<file path="src/rtl/branch_resolver.sv">
`timescale 1ns/1ps
`default_nettype none
// =============================================================================
// branch_resolver: FIFO of fetch-time predictions, checked against execute
// outcomes; emits predictor/BTB training, fetch redirect and flush.  Rev 1.0
// =============================================================================
module branch_resolver #(
  parameter int PCSIZE = 12,
  parameter int DEPTH  = 4,
  parameter int CNTW   = 16
) (
  input  logic              clk,
  input  logic              rst_n,
  input  logic              pred_valid,
  input  logic [PCSIZE-1:0] pred_pc,
  input  logic              pred_taken,
  input  logic [PCSIZE-1:0] pred_target,
  output logic              pred_ready,
  input  logic              res_valid,
  input  logic              res_taken,
  input  logic [PCSIZE-1:0] res_target,
  output logic [2:0]        branch,
  output logic              outcome,
  output logic [PCSIZE-1:0] PCupdate,
  output logic [PCSIZE-1:0] target,
  output logic              redirect_valid,
  output logic [PCSIZE-1:0] redirect_pc,
  output logic              flush,
  output logic              res_err,
  output logic [CNTW-1:0]   br_count,
  output logic [CNTW-1:0]   mp_count
);
  localparam int              PW       = (DEPTH > 1) ? $clog2(DEPTH) : 1;
  localparam logic [PW:0]     OCC_FULL = (PW+1)'(DEPTH);
  localparam logic [CNTW-1:0] CNT_MAX  = '1;

  typedef enum logic [0:0] {RUN = 1'b0, FLUSH = 1'b1} state_t;
  state_t state;

  logic [PCSIZE-1:0] pc_mem  [DEPTH];
  logic              tk_mem  [DEPTH];
  logic [PCSIZE-1:0] tg_mem  [DEPTH];
  logic [PW-1:0]     wr_ptr, rd_ptr;
  logic [PW:0]       occ;

  logic              push, pop, mispredict;
  logic [PCSIZE-1:0] head_pc, head_tg;
  logic              head_tk;

  assign head_pc = pc_mem[rd_ptr];
  assign head_tk = tk_mem[rd_ptr];
  assign head_tg = tg_mem[rd_ptr];

  // Ready is held low while reset is asserted so every output reads 0 then.
  assign pred_ready = rst_n && (state == RUN) && (occ < OCC_FULL);
  assign pop        = (state == RUN) && res_valid && (occ != '0);
  // A not-taken/not-taken pair never compares targets.
  assign mispredict = pop && ((head_tk != res_taken) ||
                              (res_taken && (head_tg != res_target)));
  // A record pushed alongside a mispredict is wrong-path and is dropped.
  assign push       = pred_valid && pred_ready && !mispredict;

  always_ff @(posedge clk) begin
    if (push) begin
      pc_mem[wr_ptr] <= pred_pc;
      tk_mem[wr_ptr] <= pred_taken;
      tg_mem[wr_ptr] <= pred_target;
    end
  end

  always_ff @(posedge clk or negedge rst_n) begin
    if (!rst_n) begin
      state          <= RUN;
      wr_ptr         <= '0;
      rd_ptr         <= '0;
      occ            <= '0;
      branch         <= 3'b000;
      outcome        <= 1'b0;
      PCupdate       <= '0;
      target         <= '0;
      redirect_valid <= 1'b0;
      redirect_pc    <= '0;
      flush          <= 1'b0;
      res_err        <= 1'b0;
      br_count       <= '0;
      mp_count       <= '0;
    end else begin
      branch         <= 3'b000;
      redirect_valid <= 1'b0;
      flush          <= 1'b0;
      case (state)
        RUN: begin
          if (pop) begin
            branch   <= 3'b001;
            outcome  <= res_taken;
            PCupdate <= head_pc;
            target   <= res_target;
            if (br_count != CNT_MAX) br_count <= br_count + 1'b1;
          end else if (res_valid) begin
            res_err <= 1'b1;
          end

          if (mispredict) begin
            redirect_valid <= 1'b1;
            redirect_pc    <= res_taken ? res_target : head_pc + PCSIZE'(4);
            if (mp_count != CNT_MAX) mp_count <= mp_count + 1'b1;
            state  <= FLUSH;
            flush  <= 1'b1;
            occ    <= '0;
            wr_ptr <= '0;
            rd_ptr <= '0;
          end else begin
            if (push) wr_ptr <= wr_ptr + PW'(1);
            if (pop)  rd_ptr <= rd_ptr + PW'(1);
            if (push && !pop)      occ <= occ + 1'b1;
            else if (!push && pop) occ <= occ - 1'b1;
          end
        end
        FLUSH: begin
          state <= RUN;
        end
        default: state <= RUN;
      endcase
    end
  end
endmodule
`default_nettype wire

</file>
<file path="config.mk">
export PLATFORM = sky130hd
export DESIGN_NAME = branch_resolver
export DESIGN_NICKNAME = d
export VERILOG_FILES = /design/src/rtl/branch_resolver.sv
export SDC_FILE = /design/constraint.sdc
export NUM_CORES = 1
export LEC_CHECK = 0
export ABC_AREA = 1
export CAP_MARGIN = 15
export CORE_MARGIN = 8
export CORE_UTILIZATION = 55
export CTS_CLUSTER_SIZE = 10
export DETAILED_ROUTE_END_ITERATION = 8
export PLACE_DENSITY = 0.83
export SYNTH_ARGS = -nofsm -noshare
export SYNTH_HDL_FRONTEND = slang
export SYNTH_SLANG_ARGS = --single-unit
</file>
<file path="constraint.sdc">
create_clock -name clk -period 3.44 [get_ports clk]
set_clock_uncertainty 0.05 [all_clocks]
set_input_delay 0.688 -clock clk [delete_from_list [all_inputs] [get_ports clk]]
set_output_delay 0.688 -clock clk [all_outputs]
set_load 0.01 [all_outputs]
</file>
== Word level (Yosys, flattened, before mapping) ==
Memory sizes are Yosys's and may differ from the RTL's.
Index checks and enable logic that the tools add are counted.

* Memory bits (writable): 100
* Memories: 3
* Output and inout bits: 76
* Logic and storage cells: 71
* Input port bits: 42
* Register bits: 82

* Equal/unequal tests: 4
* Add/subtract/negate cells: 7
* Muxes and demuxes: 15
* $lt $le $gt $ge: 1
* Bitwise operators: 2
* Reductions and logical operators: 26

{| class="wikitable"
|+ Memories
! memory !! depth !! width !! read ports !! clocked after memory_dff !! write ports !! line !! text
|-
| pc_mem || 4 || 12 || 1 || 0 || 1 || 40 || <nowiki>logic [PCSIZE-1:0] pc_mem [DEPTH];</nowiki>
|-
| tg_mem || 4 || 12 || 1 || 0 || 1 || 42 || <nowiki>logic [PCSIZE-1:0] tg_mem [DEPTH];</nowiki>
|-
| tk_mem || 4 || 1 || 1 || 0 || 1 || 41 || <nowiki>logic tk_mem [DEPTH];</nowiki>
|}

{| class="wikitable"
|+ Operators with widths
! operator !! number
|-
| 16-bit by 1-bit adder with 16-bit output, second input constant || 2
|-
| 16-bit != test, second input constant || 2
|-
| 12-bit by 3-bit adder with 12-bit output, second input constant || 1
|-
| 12-bit two-way mux || 1
|-
| 12-bit != test || 1
|-
| 1-bit logical AND || 10
|-
| 2-bit AND reduction || 5
|-
| 3-bit two-way mux || 3
|-
| 3-bit AND reduction || 3
|-
| 2-bit two-way mux || 4
|-
| 1-bit two-way mux || 6
|-
| 3-bit nonzero test || 2
|-
| 2-bit by 1-bit adder with 2-bit output, second input constant || 2
|-
| 2-bit nonzero test || 2
|-
| 3-bit by 1-bit adder with 3-bit output, second input constant || 1
|-
| 1-bit logical NOT || 3
|-
| 3-bit < comparator, second input constant || 1
|-
| 3-bit by 1-bit subtractor with 3-bit output, second input constant || 1
|-
| 1-bit inverter || 2
|-
| 1-bit one-hot mux with 2 select lines || 1
|-
| 1-bit logical OR || 1
|-
| 1-bit != test || 1
|}

== Longest topological paths before layout ==
An unclocked memory read counts as a cell.

* Depth in word-level cells: 12
* Depth in mapped cells: 17
* Depth with buffers taken out: 14

== Least setup slack after synthesis ==
OpenSTA, ideal clock, no wires.

* Kind: reg-to-reg
* From: reg rd_ptr[0]
* To: mem pc_mem[0][0], enable pin
* Cell stages (with the launch flop): 17
* Path buffers: 3
* Required time: 2.983 ns
* Period minus slack after synthesis: 3.100 ns
* Arrival time: 2.643 ns
* Slack: 0.340 ns
* Cells stage by stage: dfrtp_1 > buf_6 > inv_6 > buf_6 > nand2_1 > nand3_1 > nand2_1 > nor2_1 > nand2_1 > nor2_1 > nand2_1 > nor2_2 > nand2_4 > nand2_4 > buf_8 > nand2_4 > nor2_1

* Cells in the longest elaborated chain, start to end: 9
* Elaborated cells between the ends (all ways): 11
* Classes of those cells: eq/ne (2); mux (2); reduce/logical (5); memory (2)

{| class="wikitable"
|+ RTL lines
! item !! line !! text
|-
| from (decl) || 43 || <nowiki>logic [PW-1:0] wr_ptr, rd_ptr;</nowiki>
|-
| from (signal assigned) || 114 || <nowiki>if (pop) rd_ptr <= rd_ptr + PW'(1);</nowiki>
|-
| memory 4 x 12 bit || - ||
|-
| 12-bit != test || 59 || <nowiki>(res_taken && (head_tg != res_target)));</nowiki>
|-
| 1-bit logical AND || 59 ||
|-
| 1-bit logical OR (*) || 58 || <nowiki>assign mispredict = pop && ((head_tk != res_taken) ||</nowiki>
|-
| 1-bit logical AND (*) || 58 ||
|-
| 1-bit logical NOT (*) || 61 || <nowiki>assign push = pred_valid && pred_ready && !mispredict;</nowiki>
|-
| 1-bit logical AND (*) || 61 ||
|-
| 1-bit two-way mux (*) || 64 || <nowiki>if (push) begin</nowiki>
|-
| 1-bit two-way mux (not written as such) (*) || 65 || <nowiki>pc_mem[wr_ptr] <= pred_pc;</nowiki>
|-
| to (decl) || 40 ||
|}

Mark *: on every way between the ends. The rest lies on a longest branch, timed or not.

== Final worst setup path ==
* From: reg rd_ptr[0]
* To: mem pc_mem[0][6], enable pin

Same word-level chain as after synthesis.

==> impl_metrics.json <==
{
  "fin_crit_ps": 2940,
  "tns_ps": 0,
  "yosysWarnings": 0,
  "synthDistinctLibCells": 32,
  "clk_latency_ps": 420,
  "fp.dieArea_um2": 19200,
  "first_iter_violations": 704,
  "power_mw": 7.98,
  "synth_cells": 873,
  "grt_use_total": 0.216,
  "peakVddDrop_uv": 427,
  "die_h_um": 139,
  "dr.pass1.iters": 6,
  "cts_setup_buffers": 0,
  "pin_count": 118,
  "cts_root_buf": "clkbuf_16",
  "clockBufferDepth": 2,
  "top_layer": "met4",
  "worstPathArrival_ps": 2970,
  "synth_fa_ha_area_frac": 0.0130,
  "synth_compound_area_frac": 0.0348,
  "cpMaxStageDelayCell": "dfrtp_1",
  "yosys-mux-area-fraction": 0,
  "rows": 45,
  "grt_max_degree": 80,
  "cts_buffers": 17,
  "cts_resized": 0,
  "fmaxAchievable_mhz": 340,
  "maxCapViolations": 0,
  "antenna_cells": 0,
  "core_area_um2": 15000,
  "grt_pass1_wl_mm": 33.2,
  "hold_viol": 0,
  "hpwl_mm": 13.9,
  "syn2layout_area_growth_pct": 22.9,
  "grt_overflow": 0,
  "clk_pin_slew_ps": 60,
  "start_util": 0.553,
  "cts_hold_buf": 0,
  "power_density_nw_per_um2": 784,
  "wl_met3_mm": 1.51,
  "finalSetupViolCount": 0,
  "nFillCells": 1140,
  "cts.htree.levels": 4,
  "ys_seq_area_frac": 0.601,
  "synth_top_family_by_area": "simple AND/OR/NAND/NOR gates",
  "place_congestion": 0.887,
  "max_stage_delay_ps": 460,
  "synth-seq-cells": 179,
  "cp-start-kind": "flop",
  "vias_per_cell": 5.48,
  "yosys.area_share.simple": 0.258,
  "antenna_found_initial": 0,
  "drt-met1-wl_mm": 8.47,
  "antenna_left": 0,
  "rsz0062_at_grt": "false",
  "wirelength_mm": 20.0,
  "drc_errors": 0,
  "grt_pass1_vias": 6518,
  "worstSetupEndpointType": "flop",
  "die_width_um": 139,
  "final_util": 0.679,
  "slew_headroom": 0.321,
  "cpMostUsedCell": "nand2_1",
  "avgSynthCellArea_um2": 9.48,
  "drive_above_1_share": 0.0639,
  "p_leak_nw": 4.38,
  "worstHoldPathType": "flop to flop",
  "worst_slew_pin_slew_ps": 1020,
  "wl_met2_mm": 9.41,
  "wire_per_inst_um": 16.8,
  "crit_chain": "buf_4, nand2_1, nand3_1, nand2_1, nor2_1, nand2_1, nor2_1, nand2_1, nor2_2, nand2_4, nand2_4, nand2_4, nor2_2, buf_4",
  "crit_required_ps": 3470,
  "synth_xor_xnor_area_share": 0.0349,
  "port_buffers": 115,
  "tritoncts": "built",
  "drv_slew": 0,
  "cts_sinks": 179,
  "final_nets": 1039,
  "synthesis.area_um2": 8280,
  "period_share": 0.856,
  "num_vias": 6521,
  "worst-setup-path-type": "flop to flop",
  "status": "finished, final reports clean",
  "worst-path-max-fanout": 36
}
## flip-flops by register name (all words and copies together), names as in the netlist
| name | flops |
|---|---|
| PCupdate | 12 |
| res_err | 1 |
| outcome | 1 |
| wr_ptr | 2 |
| br_count | 16 |
| occ | 3 |
| target | 12 |
| rd_ptr | 2 |
| tk_mem | 4 |
| branch | 1 |
| flush | 1 |
| redirect_pc | 12 |
| mp_count | 16 |
| tg_mem | 48 |
| pc_mem | 48 |
## final timing paths
check,start,slack (ps),depth (start not counted),end
max in group asynchronous,rst_n,2190,2,br_count[1]
min in group asynchronous,rst_n,490,2,branch[0]
min,res_err,430,1,res_err
max,rd_ptr[0],500,14,pc_mem[0][6]
min reg2reg,res_err,430,1,res_err
max reg2reg,rd_ptr[0],500,14,pc_mem[0][6]
## through the flow
step | setup slack [ps] | cells | cell area, um2 | hold slack, ps
3_3_place_gp | 490 | 1158 | 9550 | 403
6_report | 495 | 1190 | 10200 | 428
2_1_floorplan | 340 | 874 | 8280 | 342
5_1_grt | 283 | 1190 | 10200 | 450
3_5_place_dp | 425 | 1158 | 9550 | 414
4_1_cts | 513 | 1190 | 10200 | 427
## critical path, delay by kind of cell (launching register included)
kind	cells	cell delay [ps]
simple gates	12	1310
flops	1	460
buf+inv	2	760
## placed cells by master (no fill, tap or decap), types with 7 or more instances in the layout
| master | count |
|---|---|
| nand3_1 | 89 |
| nand2_1 | 323 |
| ha_1 | 7 |
| edfxtp_1 | 100 |
| o21ai_1 | 8 |
| o21ai_0 | 38 |
| clkbuf_16 | 17 |
| nand4_1 | 23 |
| inv_1 | 55 |
| nor3_1 | 15 |
| nor2_2 | 8 |
| xor2_1 | 24 |
| nor2_1 | 42 |
| buf_4 | 17 |
| xnor2_1 | 9 |
| clkdlybuf4s50_1 | 114 |
| dfrtp_1 | 79 |
## cell usage after synthesis
| master | instances | area (um2) |
|---|---|---|
| xnor2_1 | 9 | 78.8 |
| xor2_1 | 24 | 210 |
| fa_1 | 1 | 20.0 |
| nor2_2 | 4 | 25.0 |
| inv_6 | 1 | 8.76 |
| o21ai_1 | 8 | 40.0 |
| a21oi_2 | 1 | 8.76 |
| nor3_1 | 15 | 75.1 |
| nand2_1 | 323 | 1210 |
| inv_2 | 1 | 3.75 |
| buf_8 | 1 | 15.0 |
| a32o_1 | 2 | 20.0 |
| buf_1 | 1 | 3.75 |
| buf_4 | 12 | 90.1 |
| buf_6 | 7 | 78.8 |
| o21ai_0 | 38 | 190 |
| dfrtp_1 | 79 | 1980 |
| nor2_1 | 46 | 173 |
| nand3_1 | 89 | 445 |
| conb_1 | 1 | 3.75 |
| edfxtp_1 | 100 | 3000 |
| clkbuf_1 | 8 | 30.0 |
| inv_1 | 55 | 206 |
| nand4_2 | 1 | 12.5 |
| nand3_4 | 1 | 17.5 |
| nand4_1 | 23 | 144 |
| nand2_4 | 3 | 33.8 |
| buf_2 | 6 | 30.0 |
| a31o_2 | 1 | 8.76 |
| inv_4 | 1 | 6.26 |
| a21oi_1 | 4 | 20.0 |
| ha_1 | 7 | 87.6 |
## kinds of logic after synthesis
group,Yosys count
AOI/OAI and AO/OA,54
xor gates and xnor gates,33
adders and majority gates,8
buffers and inverters,93
DFF,179
other,1
and+or+nand+nor,505
## per-layer routing
layer,up-vias,global-route usage
li1,3107,-
met1,3065,0.279
met2,299,0.340
met3,50,0.0454
met4,0,0.108
met5,-,0
## cell type report
class	instances	area (um2)	share of cell area
Clock buffer	21	450	0.0443
Clock inverter	11	174	0.0171
Inverter	58	225	0.0221
Multi-Input combinational cell	602	2840	0.279
Sequential cell	179	4980	0.489
Tap cell	188	235	0.0231
Timing Repair Buffer	131	1270	0.125
## power by group
group	leakage (nW)	switching (mW)	internal, mW	total [mW]
combinational	2.17	1.84	1.14	2.98
clock	0.307	0.801	1.24	2.05
sequential	1.91	0.277	2.68	2.95
Power figures use the tool's default switching activity.
